--- config.mk ---
export PLATFORM = sky130hd
export DESIGN_NAME = lieat_exu_vpu_vcsr_flat
export DESIGN_NICKNAME = d
export VERILOG_FILES = /design/src/rtl/lieat_exu_vpu_vcsr_pkg.sv /design/src/rtl/lieat_exu_vpu_vcsr_if.sv /design/src/rtl/lieat_exu_vpu_vcsr_dec.sv /design/src/rtl/lieat_general_dfflr.sv /design/src/rtl/lieat_exu_vpu_vcsr.sv /design/src/flat_wrapper.sv
export SDC_FILE = /design/constraint.sdc
export NUM_CORES = 1
export LEC_CHECK = 0
export BUFFER_PORTS_ARGS = -buffer_cell sky130_fd_sc_hd__buf_2
export CAP_MARGIN = 0
export CORE_ASPECT_RATIO = 1.75
export CORE_MARGIN = 2
export CORE_UTILIZATION = 35
export CTS_CLUSTER_DIAMETER = 80
export CTS_CLUSTER_SIZE = 20
export DETAILED_ROUTE_END_ITERATION = 12
export PLACE_DENSITY = 0.66
export RECOVER_POWER = 25
export SLEW_MARGIN = 30
export SYNTH_ARGS = -nofsm -noshare
export SYNTH_HDL_FRONTEND = slang
export SYNTH_SLANG_ARGS = --single-unit
--- constraint.sdc ---
create_clock -name clock -period 3.9 [get_ports clock]
set_input_delay 0.585 -clock clock [delete_from_list [all_inputs] [get_ports clock]]
set_output_delay 0.585 -clock clock [all_outputs]
set_load 0.05 [all_outputs]
--- src/rtl/lieat_exu_vpu_vcsr_pkg.sv ---
// Shared constants and bundle types for the VPU vector CSR file.
// Addresses, Zicsr op codes and the held CSR-stage entry layout.
package lieat_exu_vpu_vcsr_pkg;

    localparam logic [11:0] VCSR_ADDR_VSTART = 12'h008;
    localparam logic [11:0] VCSR_ADDR_VXSAT  = 12'h009;
    localparam logic [11:0] VCSR_ADDR_VXRM   = 12'h00A;
    localparam logic [11:0] VCSR_ADDR_VCSR   = 12'h00F;
    localparam logic [11:0] VCSR_ADDR_VL     = 12'hC20;
    localparam logic [11:0] VCSR_ADDR_VTYPE  = 12'hC21;
    localparam logic [11:0] VCSR_ADDR_VLENB  = 12'hC22;

    localparam logic [1:0] CSR_OP_RW = 2'b01;
    localparam logic [1:0] CSR_OP_RS = 2'b10;
    localparam logic [1:0] CSR_OP_RC = 2'b11;

    localparam int          VTYPE_VILL_BIT = 31;
    localparam logic [31:0] VTYPE_VILL     = 32'h8000_0000;

    typedef struct packed {
        logic vstart;
        logic vxsat;
        logic vxrm;
        logic vcsr;
    } vcsr_sel_t;

    typedef struct packed {
        logic [31:0] data;
        logic [31:0] nval;
        logic [31:0] pc;
        logic [4:0]  rd;
        logic        wr;
        logic        illegal;
        vcsr_sel_t   sel;
    } vcsr_ent_t;

    function automatic logic [31:0] csr_newval(
        input logic [1:0]  op,
        input logic [31:0] old,
        input logic [31:0] src
    );
        logic [31:0] r;
        unique case (op)
            CSR_OP_RS: r = old | src;
            CSR_OP_RC: r = old & ~src;
            default:   r = src;
        endcase
        return r;
    endfunction

endpackage

--- src/rtl/lieat_exu_vpu_vcsr_if.sv ---
// Valid/ready request and result bundle of the vector CSR stage.
// master drives requests and consumes results; slave is the CSR file.
interface lieat_exu_vpu_vcsr_if;

    logic        csr_i_valid;
    logic        csr_i_ready;
    logic [11:0] csr_i_addr;
    logic [1:0]  csr_i_op;
    logic        csr_i_wr;
    logic [31:0] csr_i_src1;
    logic [4:0]  csr_i_rd;
    logic [31:0] csr_i_pc;

    logic        csr_o_valid;
    logic        csr_o_ready;
    logic        csr_o_flush;
    logic [31:0] csr_o_data;
    logic [31:0] csr_o_pc;
    logic        csr_o_wen;
    logic [4:0]  csr_o_rd;
    logic        csr_o_illegal;

    modport master (
        output csr_i_valid, csr_i_addr, csr_i_op, csr_i_wr,
        output csr_i_src1, csr_i_rd, csr_i_pc,
        input  csr_i_ready,
        output csr_o_ready,
        input  csr_o_valid, csr_o_flush, csr_o_data, csr_o_pc,
        input  csr_o_wen, csr_o_rd, csr_o_illegal
    );

    modport slave (
        input  csr_i_valid, csr_i_addr, csr_i_op, csr_i_wr,
        input  csr_i_src1, csr_i_rd, csr_i_pc,
        output csr_i_ready,
        input  csr_o_ready,
        output csr_o_valid, csr_o_flush, csr_o_data, csr_o_pc,
        output csr_o_wen, csr_o_rd, csr_o_illegal
    );

endinterface

--- src/rtl/lieat_exu_vpu_vcsr_dec.sv ---
// Vector CSR address decode: target select, RO/illegal check and
// the old-value read mux.
module lieat_exu_vpu_vcsr_dec
    import lieat_exu_vpu_vcsr_pkg::*;
#(
    parameter int VLENB = 4
) (
    input  logic [11:0] addr,
    input  logic        wr,
    input  logic [4:0]  vstart,
    input  logic        vxsat,
    input  logic [1:0]  vxrm,
    input  logic [31:0] vtype,
    input  logic [5:0]  vl,
    output vcsr_sel_t   sel,
    output logic        illegal,
    output logic [31:0] old
);

    logic hit_vstart;
    logic hit_vxsat;
    logic hit_vxrm;
    logic hit_vcsr;
    logic hit_vl;
    logic hit_vtype;
    logic hit_vlenb;
    logic hit_ro;
    logic hit_any;

    assign hit_vstart = (addr == VCSR_ADDR_VSTART);
    assign hit_vxsat  = (addr == VCSR_ADDR_VXSAT);
    assign hit_vxrm   = (addr == VCSR_ADDR_VXRM);
    assign hit_vcsr   = (addr == VCSR_ADDR_VCSR);
    assign hit_vl     = (addr == VCSR_ADDR_VL);
    assign hit_vtype  = (addr == VCSR_ADDR_VTYPE);
    assign hit_vlenb  = (addr == VCSR_ADDR_VLENB);

    assign hit_ro  = hit_vl | hit_vtype | hit_vlenb;
    assign hit_any = hit_ro | hit_vstart | hit_vxsat
                   | hit_vxrm | hit_vcsr;
    assign illegal = ~hit_any | (wr & hit_ro);

    assign sel.vstart = hit_vstart;
    assign sel.vxsat  = hit_vxsat;
    assign sel.vxrm   = hit_vxrm;
    assign sel.vcsr   = hit_vcsr;

    always_comb begin
        old = '0;
        unique case (1'b1)
            hit_vstart: old = {27'b0, vstart};
            hit_vxsat:  old = {31'b0, vxsat};
            hit_vxrm:   old = {30'b0, vxrm};
            hit_vcsr:   old = {29'b0, vxrm, vxsat};
            hit_vl:     old = {26'b0, vl};
            hit_vtype:  old = vtype;
            hit_vlenb:  old = 32'(VLENB);
            default:    old = '0;
        endcase
    end

endmodule

--- src/rtl/lieat_general_dfflr.sv ---
// Load-enabled flop bank with synchronous active-low reset.
module lieat_general_dfflr #(
    parameter int            DW      = 1,
    parameter logic [DW-1:0] RST_VAL = '0
) (
    input  logic          clk,
    input  logic          rst_n,
    input  logic          lden,
    input  logic [DW-1:0] dnxt,
    output logic [DW-1:0] qout
);

    always_ff @(posedge clk) begin
        if (!rst_n) begin
            qout <= RST_VAL;
        end else if (lden) begin
            qout <= dnxt;
        end
    end

endmodule

--- src/rtl/lieat_exu_vpu_vcsr.sv ---
// Vector CSR file: vtype/vl/vstart/vxrm/vxsat state, vset write port
// and a one-entry Zicsr execution stage.
module lieat_exu_vpu_vcsr
    import lieat_exu_vpu_vcsr_pkg::*;
#(
    parameter int VLENB = 4
) (
    input  logic        clock,
    input  logic        reset,
    input  logic        flush_req,
    input  logic        vset_vtype_wen,
    input  logic [31:0] vset_vtype_wdata,
    input  logic        vset_vl_wen,
    input  logic [4:0]  vset_vl_wdata,
    output logic [4:0]  vset_vl_rdata,
    lieat_exu_vpu_vcsr_if.slave csr,
    input  logic        vpu_vxsat_set,
    input  logic        vpu_vstart_clr,
    output logic [31:0] vtype_o,
    output logic [5:0]  vl_o,
    output logic [4:0]  vstart_o,
    output logic [1:0]  vxrm_o
);

    logic        i_sh;
    logic        o_sh;
    logic        o_flush;
    logic        wr_fire;
    logic        vld_q;
    vcsr_ent_t   ent_d;
    vcsr_ent_t   ent_q;
    vcsr_sel_t   dec_sel;
    logic        dec_illegal;
    logic [31:0] dec_old;

    logic [31:0] vtype_q;
    logic [31:0] vtype_d;
    logic [4:0]  vlc_q;
    logic [4:0]  vstart_q;
    logic [4:0]  vstart_d;
    logic        vstart_ld;
    logic        vxsat_q;
    logic        vxsat_w;
    logic        vxsat_ld;
    logic [1:0]  vxrm_q;
    logic [1:0]  vxrm_d;
    logic        vxrm_ld;
    logic        vill;
    logic        unused_ok;

    lieat_exu_vpu_vcsr_dec #(
        .VLENB(VLENB)
    ) u_dec (
        .addr   (csr.csr_i_addr),
        .wr     (csr.csr_i_wr),
        .vstart (vstart_q),
        .vxsat  (vxsat_q),
        .vxrm   (vxrm_q),
        .vtype  (vtype_q),
        .vl     (vl_o),
        .sel    (dec_sel),
        .illegal(dec_illegal),
        .old    (dec_old)
    );

    assign i_sh    = csr.csr_i_valid & csr.csr_i_ready;
    assign o_sh    = vld_q & csr.csr_o_ready;
    assign o_flush = flush_req & vld_q;
    assign wr_fire = o_sh & ~o_flush & ~ent_q.illegal & ent_q.wr;

    always_comb begin
        ent_d         = '0;
        ent_d.data    = dec_old;
        ent_d.nval    = csr_newval(csr.csr_i_op, dec_old,
                                   csr.csr_i_src1);
        ent_d.pc      = csr.csr_i_pc;
        ent_d.rd      = csr.csr_i_rd;
        ent_d.wr      = csr.csr_i_wr;
        ent_d.illegal = dec_illegal;
        ent_d.sel     = dec_sel;
    end

    lieat_general_dfflr #(
        .DW($bits(vcsr_ent_t))
    ) u_ent (
        .clk  (clock),
        .rst_n(reset),
        .lden (i_sh),
        .dnxt (ent_d),
        .qout (ent_q)
    );

    // a new entry outranks the retire/flush of the previous one
    lieat_general_dfflr #(
        .DW(1)
    ) u_vld (
        .clk  (clock),
        .rst_n(reset),
        .lden (i_sh | o_sh | o_flush),
        .dnxt (i_sh),
        .qout (vld_q)
    );

    assign csr.csr_i_ready   = ~vld_q | o_sh;
    assign csr.csr_o_valid   = vld_q;
    assign csr.csr_o_flush   = o_flush;
    assign csr.csr_o_data    = ent_q.data;
    assign csr.csr_o_pc      = ent_q.pc;
    assign csr.csr_o_rd      = ent_q.rd;
    assign csr.csr_o_wen     = ~ent_q.illegal;
    assign csr.csr_o_illegal = ent_q.illegal;

    assign vill = ~($onehot(vset_vtype_wdata[8:6])
                  & $onehot(vset_vtype_wdata[5:0]));
    assign vtype_d = vill ? VTYPE_VILL
                          : {21'b0, vset_vtype_wdata[10:0]};

    lieat_general_dfflr #(
        .DW     (32),
        .RST_VAL(VTYPE_VILL)
    ) u_vtype (
        .clk  (clock),
        .rst_n(reset),
        .lden (vset_vtype_wen),
        .dnxt (vtype_d),
        .qout (vtype_q)
    );

    lieat_general_dfflr #(
        .DW(5)
    ) u_vl (
        .clk  (clock),
        .rst_n(reset),
        .lden (vset_vl_wen),
        .dnxt (vset_vl_wdata),
        .qout (vlc_q)
    );

    // CSR write beats the VPU side-band events
    assign vstart_ld = (wr_fire & ent_q.sel.vstart) | vpu_vstart_clr;
    assign vstart_d  = (wr_fire & ent_q.sel.vstart)
                     ? ent_q.nval[4:0] : 5'd0;

    lieat_general_dfflr #(
        .DW(5)
    ) u_vstart (
        .clk  (clock),
        .rst_n(reset),
        .lden (vstart_ld),
        .dnxt (vstart_d),
        .qout (vstart_q)
    );

    assign vxsat_w  = wr_fire & (ent_q.sel.vxsat | ent_q.sel.vcsr);
    assign vxsat_ld = vxsat_w | vpu_vxsat_set;

    lieat_general_dfflr #(
        .DW(1)
    ) u_vxsat (
        .clk  (clock),
        .rst_n(reset),
        .lden (vxsat_ld),
        .dnxt (vxsat_w ? ent_q.nval[0] : 1'b1),
        .qout (vxsat_q)
    );

    assign vxrm_ld = wr_fire & (ent_q.sel.vxrm | ent_q.sel.vcsr);
    assign vxrm_d  = ent_q.sel.vcsr ? ent_q.nval[2:1]
                                    : ent_q.nval[1:0];

    lieat_general_dfflr #(
        .DW(2)
    ) u_vxrm (
        .clk  (clock),
        .rst_n(reset),
        .lden (vxrm_ld),
        .dnxt (vxrm_d),
        .qout (vxrm_q)
    );

    assign vl_o = vtype_q[VTYPE_VILL_BIT] ? 6'd0
                                          : {1'b0, vlc_q} + 6'd1;
    assign vtype_o       = vtype_q;
    assign vstart_o      = vstart_q;
    assign vxrm_o        = vxrm_q;
    assign vset_vl_rdata = vlc_q;

    assign unused_ok = ^{vset_vtype_wdata[31:11], ent_q.nval[31:5]};

endmodule
--- src/flat_wrapper.sv ---
// flat-port wrapper written by rule: the top's interface ports become plain ports
module lieat_exu_vpu_vcsr_flat import lieat_exu_vpu_vcsr_pkg::*;
#(
    parameter int VLENB = 4
)
  (clock, reset, flush_req, vset_vtype_wen, vset_vtype_wdata, vset_vl_wen, vset_vl_wdata, vset_vl_rdata, vpu_vxsat_set, vpu_vstart_clr, vtype_o, vl_o, vstart_o, vxrm_o, csr_csr_i_valid, csr_csr_i_addr, csr_csr_i_op, csr_csr_i_wr, csr_csr_i_src1, csr_csr_i_rd, csr_csr_i_pc, csr_csr_i_ready, csr_csr_o_ready, csr_csr_o_valid, csr_csr_o_flush, csr_csr_o_data, csr_csr_o_pc, csr_csr_o_wen, csr_csr_o_rd, csr_csr_o_illegal);
  lieat_exu_vpu_vcsr_if csr_i ();
  input  logic clock;
  input  logic reset;
  input  logic flush_req;
  input  logic vset_vtype_wen;
  input  logic [31:0] vset_vtype_wdata;
  input  logic vset_vl_wen;
  input  logic [4:0] vset_vl_wdata;
  output logic [4:0] vset_vl_rdata;
  input  logic vpu_vxsat_set;
  input  logic vpu_vstart_clr;
  output logic [31:0] vtype_o;
  output logic [5:0] vl_o;
  output logic [4:0] vstart_o;
  output logic [1:0] vxrm_o;
  input wire logic [$bits(csr_i.csr_i_valid)-1:0] csr_csr_i_valid;
  input wire logic [$bits(csr_i.csr_i_addr)-1:0] csr_csr_i_addr;
  input wire logic [$bits(csr_i.csr_i_op)-1:0] csr_csr_i_op;
  input wire logic [$bits(csr_i.csr_i_wr)-1:0] csr_csr_i_wr;
  input wire logic [$bits(csr_i.csr_i_src1)-1:0] csr_csr_i_src1;
  input wire logic [$bits(csr_i.csr_i_rd)-1:0] csr_csr_i_rd;
  input wire logic [$bits(csr_i.csr_i_pc)-1:0] csr_csr_i_pc;
  output wire logic [$bits(csr_i.csr_i_ready)-1:0] csr_csr_i_ready;
  input wire logic [$bits(csr_i.csr_o_ready)-1:0] csr_csr_o_ready;
  output wire logic [$bits(csr_i.csr_o_valid)-1:0] csr_csr_o_valid;
  output wire logic [$bits(csr_i.csr_o_flush)-1:0] csr_csr_o_flush;
  output wire logic [$bits(csr_i.csr_o_data)-1:0] csr_csr_o_data;
  output wire logic [$bits(csr_i.csr_o_pc)-1:0] csr_csr_o_pc;
  output wire logic [$bits(csr_i.csr_o_wen)-1:0] csr_csr_o_wen;
  output wire logic [$bits(csr_i.csr_o_rd)-1:0] csr_csr_o_rd;
  output wire logic [$bits(csr_i.csr_o_illegal)-1:0] csr_csr_o_illegal;
  assign csr_i.csr_i_valid = csr_csr_i_valid;
  assign csr_i.csr_i_addr = csr_csr_i_addr;
  assign csr_i.csr_i_op = csr_csr_i_op;
  assign csr_i.csr_i_wr = csr_csr_i_wr;
  assign csr_i.csr_i_src1 = csr_csr_i_src1;
  assign csr_i.csr_i_rd = csr_csr_i_rd;
  assign csr_i.csr_i_pc = csr_csr_i_pc;
  assign csr_csr_i_ready = csr_i.csr_i_ready;
  assign csr_i.csr_o_ready = csr_csr_o_ready;
  assign csr_csr_o_valid = csr_i.csr_o_valid;
  assign csr_csr_o_flush = csr_i.csr_o_flush;
  assign csr_csr_o_data = csr_i.csr_o_data;
  assign csr_csr_o_pc = csr_i.csr_o_pc;
  assign csr_csr_o_wen = csr_i.csr_o_wen;
  assign csr_csr_o_rd = csr_i.csr_o_rd;
  assign csr_csr_o_illegal = csr_i.csr_o_illegal;
  lieat_exu_vpu_vcsr #(.VLENB(VLENB)) u_core (.clock(clock), .reset(reset), .flush_req(flush_req), .vset_vtype_wen(vset_vtype_wen), .vset_vtype_wdata(vset_vtype_wdata), .vset_vl_wen(vset_vl_wen), .vset_vl_wdata(vset_vl_wdata), .vset_vl_rdata(vset_vl_rdata), .csr(csr_i), .vpu_vxsat_set(vpu_vxsat_set), .vpu_vstart_clr(vpu_vstart_clr), .vtype_o(vtype_o), .vl_o(vl_o), .vstart_o(vstart_o), .vxrm_o(vxrm_o));
endmodule
; ---- After elaboration in Yosys (flattened, before gate mapping)
; Index checks and enable logic that the tools add are counted.
[word_totals]
register_bits = 153
inputBits = 130
output_inout_bits = 124
elab_cells = 65
[op_classes]
addsub = 8
n_eq_ne = 11
muxes = 7
n_bitwise = 32
[ops]
columns = op, n
row1 = 32-bit case mux with 7 select lines, 1
row2 = 32-bit case mux with 2 select lines, 1
row3 = "12-bit by 4-bit == test with 1-bit output, second input constant", 4
row4 = "12-bit == test, second input constant", 3
row5 = 32-bit AND, 1
row6 = 32-bit two-way mux, 1
row7 = 32-bit inverter, 1
row8 = 32-bit OR, 1
row9 = 1-bit OR, 14
row10 = 1-bit AND, 11
row11 = 1-bit by 1-bit adder with 2-bit output, 4
row12 = 3-bit adder, 2
row13 = "5-bit by 1-bit adder with 6-bit output, second input constant", 1
row14 = 6-bit two-way mux, 1
row15 = 5-bit two-way mux, 1
row16 = "2-bit == test, second input constant", 2
row17 = 1-bit inverter, 4
row18 = "3-bit by 1-bit == test with 1-bit output, second input constant", 1
row19 = 2-bit by 1-bit adder with 2-bit output, 1
row20 = "2-bit by 1-bit == test with 1-bit output, second input constant", 1
row21 = 2-bit two-way mux, 1
row22 = 1-bit two-way mux, 1

; ---- Longest topological paths before layout
[depth]
depth_word = 9
ltp_mapped = 10

; ---- By module
; From an unflattened synthesis, not the netlist that was laid out.
[hier_totals]
hier_cells = 746
hier_area_um2 = 7503.4
[modules_own_cells]
columns = module, instances, cells_each, area_each_um2, seq_area_each_um2
row1 = lieat_general_dfflr at u_core.u_ent, 1, 344, 4033.9, 2142.1
row2 = lieat_general_dfflr at u_core.u_vtype, 1, 103, 1241.2, 640.6
row3 = lieat_exu_vpu_vcsr, 1, 147, 948.4, 0.0
row4 = lieat_exu_vpu_vcsr_dec, 1, 108, 749.5, 0.0
row5 = lieat_general_dfflr at u_core.u_vl ..., 2, 16, 192.7, 100.1
row6 = lieat_general_dfflr at u_core.u_vld ..., 2, 3, 36.3, 20.0
row7 = lieat_general_dfflr at u_core.u_vxrm, 1, 6, 72.6, 40.0

; ---- Least setup slack after synthesis
; Ideal clock, no wire load.
[synth_timing]
path_type = register to output
start = register u_core.u_vl.qout[0]
end = output vl_o[5]
arrival_ps = 2082
path_slack_ps = 1233
path_stages_with_launch = 3
path_buffers = 0
path_cell_list = dfxtp_1 > nand3_1 > nor3_1
[synth_via]
elab_chain_len = 2
[synth_lines]
columns = element, line_no
row1 = from (decl), lieat_general_dfflr.sv:10  ; output logic [DW-1:0] qout
row2 = from (signal assigned), lieat_general_dfflr.sv:17  ; qout <= dnxt;
row3 = 5-bit by 1-bit adder with 6-bit output, lieat_exu_vpu_vcsr.sv:182  ; : {1'b0, vlc_q} + 6'd1;
row4 = 6-bit two-way mux, lieat_exu_vpu_vcsr.sv:181  ; assign vl_o = vtype_q[VTYPE_VILL_BIT] ? 6'd0
row5 = to (decl), flat_wrapper.sv:19  ; output logic [5:0] vl_o;
; Every way passes these cells.

; ---- Worst setup path after layout
[layout_timing]
start = register u_core.u_vld.qout
end = output csr_csr_i_ready
[layout_via]
elab_chain_len = 2
elab_cells_between_ends = 3
cone_classes = bitwise (3)
[layout_lines]
columns = element, line_no
row1 = from (decl), lieat_general_dfflr.sv:10
row2 = from (signal assigned), lieat_general_dfflr.sv:17
row3 = 1-bit AND / 1-bit inverter (equally long branches), "lieat_exu_vpu_vcsr.sv:67, lieat_exu_vpu_vcsr.sv:104"
row4 = 1-bit OR (*), lieat_exu_vpu_vcsr.sv:104  ; assign csr.csr_i_ready = ~vld_q | o_sh;
row5 = to (decl), flat_wrapper.sv:29  ; output wire logic [$bits(csr_i.csr_i_ready)-1:0] csr_csr_i_ready;
; Every way passes the cells marked *; elsewhere a longest branch is shown, timed or not.

==> results.toml <==
[routing]
vias_per_cell = 4.73
drt-initial-drc-count = 138
dr.pass1.iters = 5
drt_wl_total_mm = 11.8
ant_nets = 0
routedWlPerCell_um = 14.0
drc = 0
vias = 3982

[critical_path]
worstPathRequired_ns = 3.31
slowest_delay_ns = 0.54
path_cells = "nor2b_1 -> inv_2 -> buf_2"
critical_path_class = "register to output pin"
crit_path_start_kind = "register"
end_kind = "output pin"
cp.arrival_ns = 1.89
path_buf_inv = 2
crit_path_top_delay_cell = "nor2b_1"
critical_path.top_delay_family = "simple AND/OR/NAND/NOR gates"
cp_max_fo = 11

[clocking]
postCtsSetupRepairBufs = 0
cts_root_buffer = "clkbuf_16"
cts_tree = "yes"
cts.path.max_buffers = 2
clk_pin_slew_ns = 0.07
h-tree-depth = 3
clk_latency_ns = 0.34
cts_sinks = 86
hold_buffers = 0
post_cts_resized = 0
numCtsBuffers = 9

[sta]
maxSlewViolCount = 51
worst_pin_slew_ns = 1.62
setup_slack_ns = 1.42
hold_viol_final = 0
fin_crit_sh_pct = 63.6
finalSetupViolCount = 0
max_freq_mhz = 403
relSlewSlack_pct = -8.04
grt_setup_unrepaired = "false"
post-route-min-period_ns = 2.48
clock_skew_ns = 0.00840
fin_tns_setup_ns = 0

[pwr]
powerDensity_nw_per_um2 = 421
vdd_drop_max_mv = 0.199
p_leak_uw = 0.00232

[synth]
synthArstFlopShare_pct = 0
ys.flop_type = "dfxtp_1"
synth_edf_count = 0
yosysUniqueCellTypes = 59
ys_seq_area_share_pct = 37.8
synth.avg_cell_area_um2 = 8.01
syn_inst = 569
netlist_area_um2 = 4560
ys_ff_latch = 86
ys_warn_count = 0

[die]
start_util_pct = 35.6
num_rows = 55
core_region_area_um2 = 12800
io_pins = 254
die_w_um = 90.3
die_y_um = 155
die-area_um2 = 14000

[layout]
drive_gt1_share_pct = 24.3
final_nets = 804
layout_common_cells = "134 x buf_2, 96 x nand2_1, 86 x dfxtp_1"
layout_commonest_cell = "buf_2"
nFillCells = 1366
antenna_cells = 0
area_growth_pct = 14.7

[min_path]
hp-class = "register to register"

[global_route]
grt_first_pass_wirelength_mm = 18.5
grt_overflow = 0
gr-usage-all-layers_pct = 16.5
antenna_found_initial = 0
grt_max_degree = 51
grt_pass1_vias = 3584

[job]
maxCapViolCount = 1

[placement]
portBuffers = 165
dpl.hpwl_mm = 8.97
place.gp.congestion = 0.767
place_ws_ns = 1.12

[status]
violations = "capacitance limit, slew limit"
run_status = "complete, but fails checks"
per-stage QoR:
stage | utilization, % | hold WS, ns | std cells | total power (uW) | instance area (um2)
2_1_floorplan | - | 0.431 | 608 | 1340 | 4710
3_3_place_gp | 38.8 | 0.435 | 826 | 1390 | 4970
3_5_place_dp | 38.8 | 0.443 | 826 | 1390 | 4970
4_1_cts | 41.1 | 0.452 | 842 | 2230 | 5260
5_1_grt | 40.9 | 0.467 | 842 | 2300 | 5230
6_report | 40.9 | 0.449 | 842 | 2200 | 5230
metal layers:
| metal | vias up | global-route usage, % | wire [um] |
|---|---|---|---|
| met1 | 1789 | 18.5 | 4710 |
| met2 | 172 | 30.0 | 6130 |
| li1 | 2005 | - | - |
| met3 | 16 | 3.49 | 723 |
| met5 | - | 0 | 0 |
| met4 | 0 | 6.74 | 253 |
kinds of logic after synthesis:
| logic type | Yosys count | share of synthesized area [%] |
|---|---|---|
| AOI/OAI and AO/OA | 117 | 14.8 |
| xor gates and xnor gates | 4 | 0.769 |
| adders and majority gates | 8 | 2.69 |
| buffers and inverters | 140 | 19.6 |
| DFF | 86 | 37.8 |
| muxes | 11 | 2.47 |
| other | 1 | 0.0822 |
| and+or+nand+nor | 202 | 21.8 |
worst paths after layout:
kind	start	end	slack, ns	cells past startpoint
worst min register to register	u_core.u_ent.qout[85]	u_core.u_ent.qout[85]	0.45	2
worst max register to register	u_core.u_vld.qout	u_core.u_ent.qout[47]	1.69	6
worst max-delay path	u_core.u_vld.qout	csr_csr_i_ready	1.42	3
worst min-delay path	u_core.u_ent.qout[85]	u_core.u_ent.qout[85]	0.45	2
power breakdown:
group	total, uW	internal (uW)	switching [uW]
clock network	835	458	377
registers	939	913	25.2
logic	426	96.2	330
synth_stat cells, types with 2 or more instances:
master | instances | share of area (%)
nand2_1 | 97 | 8.0
buf_4 | 92 | 15
dfxtp_1 | 86 | 38
a21oi_1 | 75 | 8.2
nor2_1 | 33 | 2.7
clkbuf_1 | 24 | 2.0
inv_1 | 15 | 1.2
nand4_1 | 14 | 1.9
nor2b_1 | 12 | 1.6
o21ai_0 | 10 | 1.1
mux2i_1 | 9 | 2.0
nand3_1 | 9 | 0.99
and4_1 | 5 | 0.96
ha_1 | 5 | 1.4
nand3b_1 | 5 | 0.82
a211oi_1 | 3 | 0.49
a31oi_1 | 3 | 0.41
and2_1 | 3 | 0.41
and3_1 | 3 | 0.41
fa_1 | 3 | 1.3
nor3_1 | 3 | 0.33
nor4_1 | 3 | 0.41
nor4b_1 | 3 | 0.58
nor4bb_1 | 3 | 0.66
o211ai_1 | 3 | 0.49
o21ai_1 | 3 | 0.33
xor2_1 | 3 | 0.58
a2111oi_0 | 2 | 0.38
a22o_1 | 2 | 0.38
buf_1 | 2 | 0.16
buf_2 | 2 | 0.22
buf_6 | 2 | 0.49
inv_2 | 2 | 0.16
nand4b_1 | 2 | 0.38
o311ai_0 | 2 | 0.38
o31ai_1 | 2 | 0.33
o32ai_1 | 2 | 0.38
final cells by class:
type,instances,area [um2],area share [%]
Clock buffer,10,239,4.57
Multi-Input combinational cell,382,2120,40.4
Tap cell,171,214,4.09
Inverter,17,63.8,1.22
Timing Repair Buffer,170,825,15.8
Clock inverter,6,52.6,1.00
Sequential cell,86,1720,32.9
worst reg2reg max path, cell delays in order, from the launching register on:
cell and delay (ns):
dfxtp_1 0.51, nor2b_1 0.54, inv_2 0.22, nand2_2 0.22, buf_4 0.34, a21oi_1 0.14
o211ai_1 0.15
sequential cells by signal, indices dropped and copies added, names as in the netlist:
signal,flops
u_core.u_vxrm.qout,2
u_core.u_vld.qout,1
u_core.u_vxsat.qout,1
u_core.u_vtype.qout,12
u_core.u_vl.qout,5
u_core.u_vstart.qout,5
u_core.u_ent.qout,60
No activity file was read; power rests on OpenSTA's default activity.
